## src/rtl/mc_pkg.sv

```systemverilog
// mc_pkg: shared definitions for the multicycle MIPS main controller.
//   - state_t       : controller FSM states
//   - OP_* / FN_*   : opcode and R-type funct field values
//   - ALU_*         : 3-bit ALU operation codes
//   - SRCB_* / PCS_*: alu_src_b and pc_src mux encodings
package mc_pkg;

  typedef enum logic [3:0] {
    S_FETCH  = 4'd0,
    S_DECODE = 4'd1,
    S_MEMADR = 4'd2,
    S_MEMRD  = 4'd3,
    S_MEMWB  = 4'd4,
    S_MEMWR  = 4'd5,
    S_EXEC   = 4'd6,
    S_ALUWB  = 4'd7,
    S_BRANCH = 4'd8,
    S_ADDIEX = 4'd9,
    S_ADDIWB = 4'd10,
    S_JUMP   = 4'd11
  } state_t;

  localparam logic [5:0] OP_RTYPE = 6'b000000;
  localparam logic [5:0] OP_LW    = 6'b100011;
  localparam logic [5:0] OP_SW    = 6'b101011;
  localparam logic [5:0] OP_BEQ   = 6'b000100;
  localparam logic [5:0] OP_BNE   = 6'b000101;
  localparam logic [5:0] OP_ADDI  = 6'b001000;
  localparam logic [5:0] OP_J     = 6'b000010;

  localparam logic [5:0] FN_ADD = 6'h20;
  localparam logic [5:0] FN_SUB = 6'h22;
  localparam logic [5:0] FN_AND = 6'h24;
  localparam logic [5:0] FN_OR  = 6'h25;
  localparam logic [5:0] FN_SLT = 6'h2A;

  localparam logic [2:0] ALU_ADD = 3'b010;
  localparam logic [2:0] ALU_SUB = 3'b110;
  localparam logic [2:0] ALU_AND = 3'b000;
  localparam logic [2:0] ALU_OR  = 3'b001;
  localparam logic [2:0] ALU_SLT = 3'b111;

  localparam logic [1:0] SRCB_REG    = 2'b00;
  localparam logic [1:0] SRCB_FOUR   = 2'b01;
  localparam logic [1:0] SRCB_IMM    = 2'b10;
  localparam logic [1:0] SRCB_IMM_SH = 2'b11;

  localparam logic [1:0] PCS_ALU    = 2'b00;
  localparam logic [1:0] PCS_ALUOUT = 2'b01;
  localparam logic [1:0] PCS_JUMP   = 2'b10;

endpackage

```

## src/rtl/mc_control_alu_dec.sv

```systemverilog
// alu_dec: combinational R-type funct decoder.
//   i_funct       : instruction funct field [5:0]
//   o_alu_control : ALU operation code (ADD for unsupported funct)
//   o_illegal     : high when funct is not a supported R-type operation
module alu_dec
  import mc_pkg::*;
(
  input  logic [5:0] i_funct,
  output logic [2:0] o_alu_control,
  output logic       o_illegal
);

  // NOTE: every always_comb output gets a default first so no path can infer a latch.
  always_comb begin
    o_alu_control = ALU_ADD;
    o_illegal     = 1'b0;
    case (i_funct)
      FN_ADD:  o_alu_control = ALU_ADD;
      FN_SUB:  o_alu_control = ALU_SUB;
      FN_AND:  o_alu_control = ALU_AND;
      FN_OR:   o_alu_control = ALU_OR;
      FN_SLT:  o_alu_control = ALU_SLT;
      default: o_illegal     = 1'b1;
    endcase
  end

endmodule

```

## src/rtl/mc_control.sv

```systemverilog
// mc_control: multicycle MIPS main controller.
// Sequences each instruction through FETCH/DECODE/execute/memory/writeback
// states and drives datapath enables, mux selects and the ALU op code.
// Inputs : clk, reset (sync, active-high), opcode[5:0], funct[5:0],
//          zero (ALU zero flag), mem_ready (memory access complete).
// Outputs: pc_en, pc_src[1:0], iord, mem_read, mem_write, ir_write, reg_dst,
//          mem_to_reg, reg_write, alu_src_a, alu_src_b[1:0],
//          alu_control[2:0], illegal_op (one-cycle pulse).
// Build option: define MC_CTRL_BNE_EN to add BNE (opcode 000101) support;
//          when undefined, BNE decodes as an illegal opcode.
module mc_control
  import mc_pkg::*;
(
  input  logic       clk,
  input  logic       reset,
  input  logic [5:0] opcode,
  input  logic [5:0] funct,
  input  logic       zero,
  input  logic       mem_ready,
  output logic       pc_en,
  output logic [1:0] pc_src,
  output logic       iord,
  output logic       mem_read,
  output logic       mem_write,
  output logic       ir_write,
  output logic       reg_dst,
  output logic       mem_to_reg,
  output logic       reg_write,
  output logic       alu_src_a,
  output logic [1:0] alu_src_b,
  output logic [2:0] alu_control,
  output logic       illegal_op
);

  state_t     r_state;
  state_t     w_next_state;
  logic [2:0] w_exec_alu;
  logic       w_funct_illegal;
  logic       w_branch_take;

  alu_dec u_alu_dec (
    .i_funct       (funct),
    .o_alu_control (w_exec_alu),
    .o_illegal     (w_funct_illegal)
  );

  // NOTE: sequential state uses non-blocking assignments only.
  always_ff @(posedge clk) begin
    if (reset) r_state <= S_FETCH;
    else       r_state <= w_next_state;
  end

`ifdef MC_CTRL_BNE_EN
  // Branch sense captured in DECODE so BRANCH does not depend on the IR later.
  logic r_is_bne;
  always_ff @(posedge clk) begin
    if (reset)                    r_is_bne <= 1'b0;
    else if (r_state == S_DECODE) r_is_bne <= (opcode == OP_BNE);
  end
  assign w_branch_take = r_is_bne ? ~zero : zero;
`else
  assign w_branch_take = zero;
`endif

  always_comb begin
    w_next_state = r_state;
    case (r_state)
      S_FETCH:  if (mem_ready) w_next_state = S_DECODE;
      S_DECODE: begin
        case (opcode)
          OP_LW, OP_SW: w_next_state = S_MEMADR;
          OP_RTYPE:     w_next_state = S_EXEC;
          OP_BEQ:       w_next_state = S_BRANCH;
`ifdef MC_CTRL_BNE_EN
          OP_BNE:       w_next_state = S_BRANCH;
`endif
          OP_ADDI:      w_next_state = S_ADDIEX;
          OP_J:         w_next_state = S_JUMP;
          default:      w_next_state = S_FETCH;
        endcase
      end
      S_MEMADR: w_next_state = (opcode == OP_SW) ? S_MEMWR : S_MEMRD;
      S_MEMRD:  if (mem_ready) w_next_state = S_MEMWB;
      S_MEMWB:  w_next_state = S_FETCH;
      S_MEMWR:  if (mem_ready) w_next_state = S_FETCH;
      S_EXEC:   w_next_state = S_ALUWB;
      S_ALUWB:  w_next_state = S_FETCH;
      S_BRANCH: w_next_state = S_FETCH;
      S_ADDIEX: w_next_state = S_ADDIWB;
      S_ADDIWB: w_next_state = S_FETCH;
      S_JUMP:   w_next_state = S_FETCH;
      default:  w_next_state = S_FETCH;
    endcase
  end

  always_comb begin
    pc_en       = 1'b0;
    pc_src      = PCS_ALU;
    iord        = 1'b0;
    mem_read    = 1'b0;
    mem_write   = 1'b0;
    ir_write    = 1'b0;
    reg_dst     = 1'b0;
    mem_to_reg  = 1'b0;
    reg_write   = 1'b0;
    alu_src_a   = 1'b0;
    alu_src_b   = SRCB_REG;
    alu_control = 3'b000;
    illegal_op  = 1'b0;
    case (r_state)
      S_FETCH: begin
        mem_read    = 1'b1;
        alu_src_b   = SRCB_FOUR;
        alu_control = ALU_ADD;
        ir_write    = mem_ready;
        pc_en       = mem_ready;
      end
      S_DECODE: begin
        alu_src_b   = SRCB_IMM_SH;
        alu_control = ALU_ADD;
        case (opcode)
          OP_LW, OP_SW, OP_RTYPE, OP_BEQ, OP_ADDI, OP_J: illegal_op = 1'b0;
`ifdef MC_CTRL_BNE_EN
          OP_BNE:  illegal_op = 1'b0;
`endif
          default: illegal_op = 1'b1;
        endcase
      end
      S_MEMADR, S_ADDIEX: begin
        alu_src_a   = 1'b1;
        alu_src_b   = SRCB_IMM;
        alu_control = ALU_ADD;
      end
      S_MEMRD: begin
        mem_read = 1'b1;
        iord     = 1'b1;
      end
      S_MEMWB: begin
        reg_write  = 1'b1;
        mem_to_reg = 1'b1;
      end
      S_MEMWR: begin
        mem_write = 1'b1;
        iord      = 1'b1;
      end
      S_EXEC: begin
        alu_src_a   = 1'b1;
        alu_control = w_exec_alu;
        illegal_op  = w_funct_illegal;
      end
      S_ALUWB: begin
        reg_write = 1'b1;
        reg_dst   = 1'b1;
      end
      S_BRANCH: begin
        alu_src_a   = 1'b1;
        alu_control = ALU_SUB;
        pc_src      = PCS_ALUOUT;
        pc_en       = w_branch_take;
      end
      S_ADDIWB: reg_write = 1'b1;
      S_JUMP: begin
        pc_src = PCS_JUMP;
        pc_en  = 1'b1;
      end
      default: ;
    endcase
    // Reset overrides the decode so an interrupted instruction cannot
    // issue a write or enable during the reset cycle itself.
    if (reset) begin
      pc_en       = 1'b0;
      pc_src      = PCS_ALU;
      iord        = 1'b0;
      mem_read    = 1'b0;
      mem_write   = 1'b0;
      ir_write    = 1'b0;
      reg_dst     = 1'b0;
      mem_to_reg  = 1'b0;
      reg_write   = 1'b0;
      alu_src_a   = 1'b0;
      alu_src_b   = SRCB_REG;
      alu_control = ALU_ADD;
      illegal_op  = 1'b0;
    end
  end

endmodule
```

## config.mk

```make
export PLATFORM = sky130hd
export DESIGN_NAME = mc_control
export DESIGN_NICKNAME = d
export VERILOG_FILES = /design/src/rtl/mc_pkg.sv /design/src/rtl/mc_control_alu_dec.sv /design/src/rtl/mc_control.sv
export SDC_FILE = /design/constraint.sdc
export NUM_CORES = 1
export LEC_CHECK = 0
export ABC_AREA = 1
export ABC_CLOCK_PERIOD_IN_PS = 1800
export BUFFER_PORTS_ARGS = -buffer_cell sky130_fd_sc_hd__buf_4
export CAP_MARGIN = 0
export CELL_PAD_IN_SITES_DETAIL_PLACEMENT = 2
export CELL_PAD_IN_SITES_GLOBAL_PLACEMENT = 2
export CORE_ASPECT_RATIO = 1.2
export CORE_UTILIZATION = 22
export CTS_BUF_LIST = sky130_fd_sc_hd__clkbuf_16
export DETAILED_ROUTE_END_ITERATION = 8
export PLACE_DENSITY_LB_ADDON = 0.3
export SETUP_SLACK_MARGIN = 0.02
export SYNTH_ARGS = -nofsm -noshare
export SYNTH_HDL_FRONTEND = slang
export SYNTH_SLANG_ARGS = --single-unit
export TNS_END_PERCENT = 5
```

## constraint.sdc

```tcl
create_clock -name clk -period 1.8 [get_ports clk]
set_input_delay 0.36 -clock clk [delete_from_list [all_inputs] [get_ports clk]]
set_output_delay 0.36 -clock clk [all_outputs]
set_load 0.01 [all_outputs]
```

==> summary by stage <==
Status
The flow ran to the end, and the final reports show no timing, DRC or antenna violations.

Logic synthesis
The post-synthesis sequential area ratio is 0.1179. The synthesized netlist occupies a cell area of 679.4 um^2. Ranked by total cell area, the synthesized netlist is headed by nor2_1 (17%), nand2_1 (13%), dfxtp_1 (12%). The count of yosys warnings during synthesis is 0. The flip-flop and latch count after synthesis is 4. The post-synth net total is 142.

The largest area contributor in the synthesized netlist is nor2_1. In this run, distinct cell masters in the synthesized netlist total 20. The share of synthesized area in the top cell type comes to 0.1657.

After technology mapping, the gate count stands at 126. The average size of a mapped cell is 5.392 um^2.

Timing
The final hold violation count is 0. The max-slew violation count was 0. The setup-violating endpoint count in the final report is 0.

The fraction of the cycle the final worst path needs is 0.9825. The minimum clock period after layout is 1768 ps. The worst setup skew after layout is around 2.4 ps.

At the pin with the least slew margin, the transition time is ~220 ps. Setup repair after global routing could not meet its margin everywhere. The tightest slew margin relative to the limit is 0.8506. The highest clock frequency the design can meet is 565.5 MHz.

The setup TNS is 0 ps.

Layout
The finished cells cover 1189 um^2. The most common cell after layout, fill and taps aside is buf_4. The top cell types in the final layout, fill and taps aside, are buf_4 (43), nor2_1 (27), nand2_1 (21). The number of antenna diodes in the final layout is 0.

The register with the most flip-flops in the layout has 4 of them. The core occupancy in the finished layout is 0.4150. The register with the highest flop count is r_state. Compared with the post-synthesis result, the final layout area differs by 74.95%. In the final design database the tool counted roughly 190 nets.

The number of fillers in the final layout is 374. The fraction of layout cells with a size suffix above 1 is 0.4795. The largest registers in the layout are r_state x4.

Critical path
For the worst setup path, the data arrival time is 1410 ps. The delay of the slowest cell on the worst path is 390 ps. STA classifies the critical path endpoint as a primary output. The kind of critical path is flop to primary output.

The largest fanout on the critical path is 5. The critical path's most frequent cell is nand2_2. The cell type of the slowest stage on the worst timing path is dfxtp_4. The kind of cell adding the most delay to the critical path is simple AND/OR/NAND/NOR gates. The count of buffering cells on the critical path with inverters included is 3. STA classifies the critical path startpoint as a flop.

The signal on the critical path passes through inv_2 -> nand2_2 -> inv_2 -> nand2_2 -> nand2_2 -> nor3_1 -> nor2_1 -> buf_4. The required arrival time at the worst endpoint is 1440 ps.

Routing
After detailed routing, the average wire length per cell comes to roughly 16 um. The total length of routed wires is 3.208 mm. The number of nets with antenna violations after routing is 0. In the routed design, unresolved DRC markers number 0. The pre-antenna-repair detailed-routing pass consisted of 3 iterations. For this block, the initial DRC count from the detailed router was 8. The via density per instance is 4.785.

Across all layers, the routed design uses slightly below 1000 vias.

Floorplanning
The core region area is 2864 um^2. 33 I/O pins were placed. The floorplan has 21 rows. The die is 62.88 um tall. The initial utilization of the core area, before any placement, comes to 0.2372.

The floorplan die area is between 3000 and 4000 um^2. The horizontal extent of the die is ~53 um.

Clock tree
The number of clock buffers inserted by TritonCTS is 3. The TritonCTS clock tree is built. Clock-pin slew was measured on the worst setup and hold paths at 30 ps. The clock root buffer is clkbuf_16.

The number of clock sinks is 4. The CTS H-tree depth is 1. The clock passes through at most 2 buffers.

Clock latency on the worst-skew pair, taken at its later pin, is 230 ps. The number of hold buffers added after CTS was 0.

Global routing
In the global route stage, overall resource usage came out at 0.1924. The initial antenna violation count is 0. The met3 layer usage reported by global route is 0.03163. The met2 usage in global routing is 0.3544. Entering global routing, the biggest net connects 15 pins.

The global-route congestion overflow total is 0. The first global-routing pass estimated 4.698 mm of wire. In this run the most used layer during global routing was met2.

For met1 alone, demand over resource in global routing was 0.2118. The via count of the first global-routing pass was 1017.

Run
The tool flagged a number of max-cap violations equal to 0.

Power and ir drop
In this run the static leakage power is between 0.6 and 0.7 nW. IR analysis of the VDD net gives a maximum drop of 0.0002820 V. In this run the power density over the cells is 547.8 nW/um^2. The design draws between 0.6 and 0.7 mW.

Placed design
The congestion estimate from routability-driven global placement came to about 0.8. The number of I/O port buffers is 32. The estimated wirelength of the detail-placed design is 2.337 mm.

Once placement finished, the instance area stood at 969.7 um^2.

Hold path
The worst hold path belongs to the class primary input to flop.
-- final cells by class --
type                       count  area, um^2  area share
multi-input combinational     98       559.3      0.4705
tap                           34       42.54     0.03579
timing repair buffer          43       322.8      0.2716
inverter                      23       96.34     0.08105
clock buffer                   3       75.07     0.06316
sequential                     4       92.59     0.07789
-- final timing paths --
kind	startpoint	end	slack (ps)	depth (start not counted)
max	r_state[1]	alu_src_a	30	8
min	mem_ready	r_state[2]	470	4
max reg2reg	r_state[2]	r_state[0]	480	9
min reg2reg	r_state[0]	r_state[0]	580	2
-- synthesized netlist by cell type, drive strengths merged --
master	number
a21oi	6
a31oi	3
buf	1
dfxtp	4
inv	23
nand2	32
nand3	13
nand4	2
nor2	37
nor3	2
o2111ai	1
o21ai	1
o22ai	1
-- where the power goes --
part	total [mW]	switching (mW)	internal, mW
logic	0.203	0.111	0.0924
clock network	0.348	0.0643	0.284
registers	0.0997	0.00863	0.0911
-- worst register-to-register path, stage by stage (launching register included) --
cell     delay [ps]
dfxtp_4         370
inv_4            90
nand2_8          70
buf_4           150
nor2_4          160
nor2_4           60
nand2_2          70
nand2_1          70
nand2_1         100
a21oi_2          60
-- kinds of logic after synthesis --
| kind of cell | after synthesis | synth area share |
|---|---|---|
| compound gates | 12 | 0.1179 |
| buf+inv | 24 | 0.1381 |
| flops | 4 | 0.1179 |
| simple gates | 86 | 0.6261 |
-- timing repair --
action                     CTS  global route
setup endpoints to repair    7             8
pin swaps                    2             8
setup buffers                1             8
resized for setup            8            17
-- metrics by stage --
stage | cells | hold WS, ps | worst slack [ps]
2_1_floorplan | 126 | 429.1 | 370.5
3_3_place_gp | 193 | 581.7 | 136.6
3_5_place_dp | 193 | 598.5 | 77.34
4_1_cts | 197 | 468.2 | -16.52
5_1_grt | 205 | 490.9 | -50.40
6_report | 205 | 473.2 | 31.53
-- metal layers --
metal,wire [um],share of wire,vias up
li1,-,-,485
met1,1241,0.39,473
met2,1879,0.59,19
met3,54,0.017,4
met4,32,0.010,0
met5,0,0,-
Note: power is estimated with default switching activity, not from simulation.
